### src/rtl/dma_ctrl.sv
// Multi-channel DMA controller: per-channel register file plus a
// round-robin, one-word-at-a-time copy engine on a req/ack memory port.
module dma_ctrl #(
  parameter int unsigned ADDR_WIDTH = 32,
  parameter int unsigned DATA_WIDTH = 32,
  parameter int unsigned NUM_CH     = 4,
  parameter logic [ADDR_WIDTH-1:0] BASE_ADDR = ADDR_WIDTH'(32'h400)
) (
  input  logic                  clk,
  input  logic                  reset,
  input  logic [ADDR_WIDTH-1:0] addr,
  input  logic                  wr_en,
  input  logic                  valid,
  input  logic [DATA_WIDTH-1:0] wdata,
  output logic [DATA_WIDTH-1:0] rdata,
  output logic                  m_req,
  output logic                  m_we,
  output logic [ADDR_WIDTH-1:0] m_addr,
  output logic [DATA_WIDTH-1:0] m_wdata,
  input  logic [DATA_WIDTH-1:0] m_rdata,
  input  logic                  m_ack,
  output logic                  irq
);

  localparam int unsigned CW = (NUM_CH > 1) ? $clog2(NUM_CH) : 1;
  localparam int unsigned LW = 16;
  localparam logic [ADDR_WIDTH-1:0] STEP = ADDR_WIDTH'(DATA_WIDTH / 8);
  localparam logic [ADDR_WIDTH-1:0] SPAN = ADDR_WIDTH'(16 * NUM_CH);

  typedef enum logic [2:0] {S_IDLE, S_ARB, S_RD, S_WR, S_UPD} state_t;

  state_t                state;
  logic [NUM_CH-1:0]     done;
  logic [NUM_CH-1:0]     intr_en;
  logic [NUM_CH-1:0]     busy;
  logic [LW-1:0]         len [NUM_CH];
  logic [ADDR_WIDTH-1:0] src [NUM_CH];
  logic [ADDR_WIDTH-1:0] dst [NUM_CH];
  logic [CW-1:0]         last;
  logic [CW-1:0]         cur;

  logic [ADDR_WIDTH-1:0] off;
  logic                  hit;
  logic [CW-1:0]         sel;
  logic [1:0]            word;
  logic [DATA_WIDTH-1:0] rd_val;
  logic [CW-1:0]         grant;
  logic                  last_word;
  logic [NUM_CH-1:0]     busy_left;

  // Register address decode relative to channel 0
  assign off  = addr - BASE_ADDR;
  assign hit  = (off < SPAN) && (off[1:0] == 2'b00);
  assign sel  = off[CW+3:4];
  assign word = off[3:2];

  // Read data mux; start bit always reads 0
  always_comb begin
    rd_val = '0;
    if (hit) begin
      case (word)
        2'd0:    rd_val = DATA_WIDTH'(done[sel]);
        2'd1:    rd_val = DATA_WIDTH'({len[sel], 13'b0, busy[sel], intr_en[sel], 1'b0});
        2'd2:    rd_val = DATA_WIDTH'(src[sel]);
        default: rd_val = DATA_WIDTH'(dst[sel]);
      endcase
    end
  end

  // Round-robin pick: first busy channel after the last one served
  always_comb begin
    logic found;
    grant = last;
    found = 1'b0;
    for (int unsigned i = 1; i <= NUM_CH; i++) begin
      int unsigned c;
      c = (32'(last) + i) % NUM_CH;
      if (!found && busy[CW'(c)]) begin
        grant = CW'(c);
        found = 1'b1;
      end
    end
  end

  // Channels still owing words once the current word retires
  assign last_word = (len[cur] == LW'(1));
  assign busy_left = busy & ~(last_word ? (NUM_CH'(1) << cur) : '0);

  // Register file, engine FSM and registered outputs
  always_ff @(posedge clk) begin
    if (!reset) begin
      state   <= S_IDLE;
      last    <= CW'(NUM_CH - 1);
      cur     <= '0;
      done    <= '0;
      intr_en <= '0;
      busy    <= '0;
      for (int i = 0; i < NUM_CH; i++) begin
        len[i] <= '0;
        src[i] <= '0;
        dst[i] <= '0;
      end
      rdata   <= '0;
      m_req   <= 1'b0;
      m_we    <= 1'b0;
      m_addr  <= '0;
      m_wdata <= '0;
      irq     <= 1'b0;
    end else begin
      irq <= |(done & intr_en);

      if (valid && !wr_en) rdata <= rd_val;

      if (valid && wr_en && hit) begin
        case (word)
          2'd0: if (wdata[0]) done[sel] <= 1'b0;
          2'd1: if (!busy[sel]) begin
            intr_en[sel] <= wdata[1];
            len[sel]     <= wdata[31:16];
            if (wdata[0]) begin
              if (wdata[31:16] != '0) busy[sel] <= 1'b1;
              else                    done[sel] <= 1'b1;
            end
          end
          2'd2: if (!busy[sel]) src[sel] <= ADDR_WIDTH'(wdata);
          default: if (!busy[sel]) dst[sel] <= ADDR_WIDTH'(wdata);
        endcase
      end

      // Engine updates come last so a done-set beats a same-cycle clear
      case (state)
        S_IDLE: if (|busy) state <= S_ARB;
        S_ARB: begin
          cur    <= grant;
          last   <= grant;
          m_req  <= 1'b1;
          m_we   <= 1'b0;
          m_addr <= src[grant];
          state  <= S_RD;
        end
        S_RD: if (m_ack) begin
          m_we    <= 1'b1;
          m_addr  <= dst[cur];
          m_wdata <= m_rdata;
          state   <= S_WR;
        end
        S_WR: if (m_ack) begin
          m_req <= 1'b0;
          m_we  <= 1'b0;
          state <= S_UPD;
        end
        S_UPD: begin
          src[cur] <= src[cur] + STEP;
          dst[cur] <= dst[cur] + STEP;
          len[cur] <= len[cur] - LW'(1);
          if (last_word) begin
            busy[cur] <= 1'b0;
            done[cur] <= 1'b1;
          end
          state <= (|busy_left) ? S_ARB : S_IDLE;
        end
        default: state <= S_IDLE;
      endcase
    end
  end

endmodule

### config.mk
export PLATFORM = sky130hd
export DESIGN_NAME = dma_ctrl
export DESIGN_NICKNAME = d
export VERILOG_FILES = /design/src/rtl/dma_ctrl.sv
export SDC_FILE = /design/constraint.sdc
export NUM_CORES = 1
export LEC_CHECK = 0
export BUFFER_PORTS_ARGS = -buffer_cell sky130_fd_sc_hd__buf_2
export CORE_AREA = 10 10 247 249
export DETAILED_ROUTE_END_ITERATION = 7
export DIE_AREA = 0 0 257 259
export GPL_TIMING_DRIVEN = 0
export PLACE_DENSITY = 0.65
export SLEW_MARGIN = 20
export SYNTH_ARGS = -nofsm -noshare
export SYNTH_HDL_FRONTEND = slang
export SYNTH_SLANG_ARGS = --single-unit
### constraint.sdc
create_clock -name clk -period 9.5 [get_ports clk]
set_input_delay 2.375 -clock clk [delete_from_list [all_inputs] [get_ports clk]]
set_output_delay 2.375 -clock clk [all_outputs]
set_load 0.03 [all_outputs]
==> results by group <==
Outcome
  • Status: finished with violations
  • Failing checks: DRC

CTS
  • CTS tree: yes
  • Post-CTS Setup Bufs: 0
  • Post-CTS Hold Buffers: 0
  • Worst-Skew Late Latency: approximately 620 ps
  • Clock root cell: clkbuf_16
  • Clock tree buffer depth: 3
  • Reg clk slew, reported paths: roughly 60 ps
  • # clock sinks: 440
  • Cts bufs inserted: 48
  • Post-cts sizing count: 0
  • Depth of the CTS H-tree: 2

Place
  • Final HPWL from detailed placement: ~76000 um
  • Area after DPL: approximately 0.027 mm2
  • Pre-CTS setup slack: roughly 3300 ps
  • Buffers on Ports: between 150 and 200
  • Gpl congestion: roughly 1

Power and ir drop
  • Pwr Density: approximately 160 mW/mm2
  • Leakage: 9.70 nW
  • Max VDD drop: about 0.12 mV

Cells and area
  • Final core occ: 0.516
  • Post-route cell area: 0.0288 mm2
  • Commonest non-fill, non-tap cell in the layout: edfxtp_1
  • Area grow syn2layout: 16.0%
  • Share of cells above drive strength 1: 0.223
  • Layout Nets: 2416
  • Most frequent cells in the layout: edfxtp_1 (320), buf_2 (210), nand2_1 (194), o2bb2ai_1 (175), clkbuf_1 (164)

Yosys
  • FF+latch count, synth: 440
  • Largest area contributor in the netlist: edfxtp_1
  • Syn Inst Count: slightly above 2000
  • Sequential share of the synthesized area: 0.483
  • Synth cell types: 72
  • Syn_area_per_cell: ~12 um2
  • Top cells by area, synth: edfxtp_1 (39%), mux4_2 (15%), dfxtp_1 (9.7%)
  • Syn Nets: 2166
  • Number of synthesized flops with an enable pin: 320
  • Yosys warning total: 0
  • Synth Flop Type: edfxtp_1
  • Synthesized area: ~0.025 mm2
  • Async SR Flop Fraction: 0
  • Yosys top cell area share: 0.386

Detailed routing
  • Detailed-route wire length: roughly 100000 um
  • Initial DRC count: between 3000 and 4000
  • DRC viols: 1
  • Vias per cell: between 6 and 7
  • Routed Antenna Nets: 0
  • TritonRoute pass-1 iters: 8
  • Via Count: between 20000 and 25000
  • DR WL/cell: about 33 um

Die
  • Initial Util: 0.444
  • Die area: 0.0666 mm2
  • Width of the die: approximately 260 um
  • I/O pin count: 200
  • Core area: roughly 0.056 mm2
  • Rows: 87
  • Chip Height: around 260 um

Timing
  • Worst slew margin: 0.155
  • Worst Clk Skew: between 20 and 25 ps
  • Final worst slack: about 3700 ps
  • Final Max Tran Viols: 0
  • Unrepaired setup endpoints after global routing: no
  • Final worst path period need: 5830 ps
  • Slew of the pin with the lowest slew margin: roughly 1300 ps
  • Max frequency: about 170 MHz
  • Final period util: 0.614
  • Fin. Hold Viols: 0
  • Setup violators final: 0

GRT
  • Global route total overflow: 0
  • First-pass GRT wire length: around 150000 um
  • Gr usage total: 0.300
  • Initial antenna violation count: 4
  • Largest net degree at the start of global routing: 33
  • Vias in the first global route: about 21000

Critical path
  • Worst EP required: between 9000 and 10000 ps
  • Critical Path AT: 6160 ps
  • WS Path Type: in -> reg
  • Critical path endpoint category: flip-flop
  • Startpoint types: primary input
  • Worst-path fanout max: 15

Flow run
  • Max-cap viol count: 0

Worst hold path
  • Min-delay worst type: reg -> reg
## flip-flops by register name, indices dropped and copies added, names as in the netlist, named ones only
| name | count |
|---|---|
| dst | 128 |
| src | 128 |
| len | 64 |
| m_addr | 32 |
| m_wdata | 32 |
| rdata | 32 |
| busy | 4 |
| done | 4 |
| intr_en | 4 |
| state | 3 |
| cur | 2 |
| last | 2 |
| irq | 1 |
| m_req | 1 |
| m_we | 1 |
## cells in the mapped netlist (39+ instances only)
| master | n |
|---|---|
| edfxtp_1 | 320 |
| xnor2_1 | 40 |
| dfxtp_1 | 120 |
| clkbuf_1 | 147 |
| nor2_1 | 73 |
| o22ai_1 | 92 |
| nand3_1 | 48 |
| and3_1 | 39 |
| o2bb2ai_1 | 175 |
| mux4_2 | 162 |
| a21oi_1 | 47 |
| mux2i_1 | 50 |
| nand2_1 | 194 |
| o21ai_0 | 84 |
## cell type report
class / instances / area (um2)
Buffer: 206 / 901
Clock buffer: 75 / 1450
Sequential cell: 440 / 12000
Timing Repair Buffer: 200 / 1310
Clock inverter: 13 / 146
Tap cell: 756 / 946
Fill cell: 4987 / 27100
Antenna cell: 2 / 5.00
Multi-Input combinational cell: 1405 / 12000
Inverter: 10 / 37.5
## power breakdown
part           switching, mW  leakage, nW  total (mW)  internal, mW
clock                  0.833        0.787        1.96          1.13
combinational          0.242         4.64       0.384         0.142
sequential            0.0288         4.27        2.13          2.10
total                   1.10         9.70        4.48          3.37
## routing by layer
layer  global-route usage  up-vias  part of all wire
met5                    0        -                 0
met4                0.153        0             0.058
met3               0.0901      343              0.13
met2                0.470     1769              0.45
met1                0.373    10801              0.36
li1                     -     8814                 -
## cell families after synthesis
| group | after synthesis | share of synthesized area |
|---|---|---|
| flip-flops | 440 | 0.483 |
| multiplexers | 231 | 0.175 |
| AND/OR/NAND/NOR | 503 | 0.102 |
| buffers and inverters | 216 | 0.0376 |
| AO/OA/AOI/OAI | 596 | 0.175 |
| adder cells (fa/ha/maj) | 4 | 0.00201 |
| XOR/XNOR | 71 | 0.0250 |
## metrics by stage
stage               TNS (ps)  instances  hold slack (ps)  power, mW
floorplan                  0       2061              459       2.37
global placement     -111070       2998              440       2.51
detailed placement         0       3016              445       2.54
CTS                        0       3104              453       4.45
global route               0       3107              467       4.55
finish                     0       3107              451       4.48
## worst paths after layout
| check | startpoint | to | slack, ps | depth (start not counted) |
|---|---|---|---|---|
| max reg2reg | flip-flop | dst[3][27] | 5250 | 10 |
| min | m_wdata[5] | m_wdata[5] | 450 | 2 |
| min reg2reg | m_wdata[5] | m_wdata[5] | 450 | 2 |
| max | addr[5] | src[2][15] | 3670 | 7 |
## critical path: stages
cell      delay, ps
clkbuf_1        540
buf_1           960
clkbuf_1        770
nand2b_1        430
o21ai_4         600
buf_8           250
buf_16          180
Note: power is estimated with default switching activity, not from simulation.
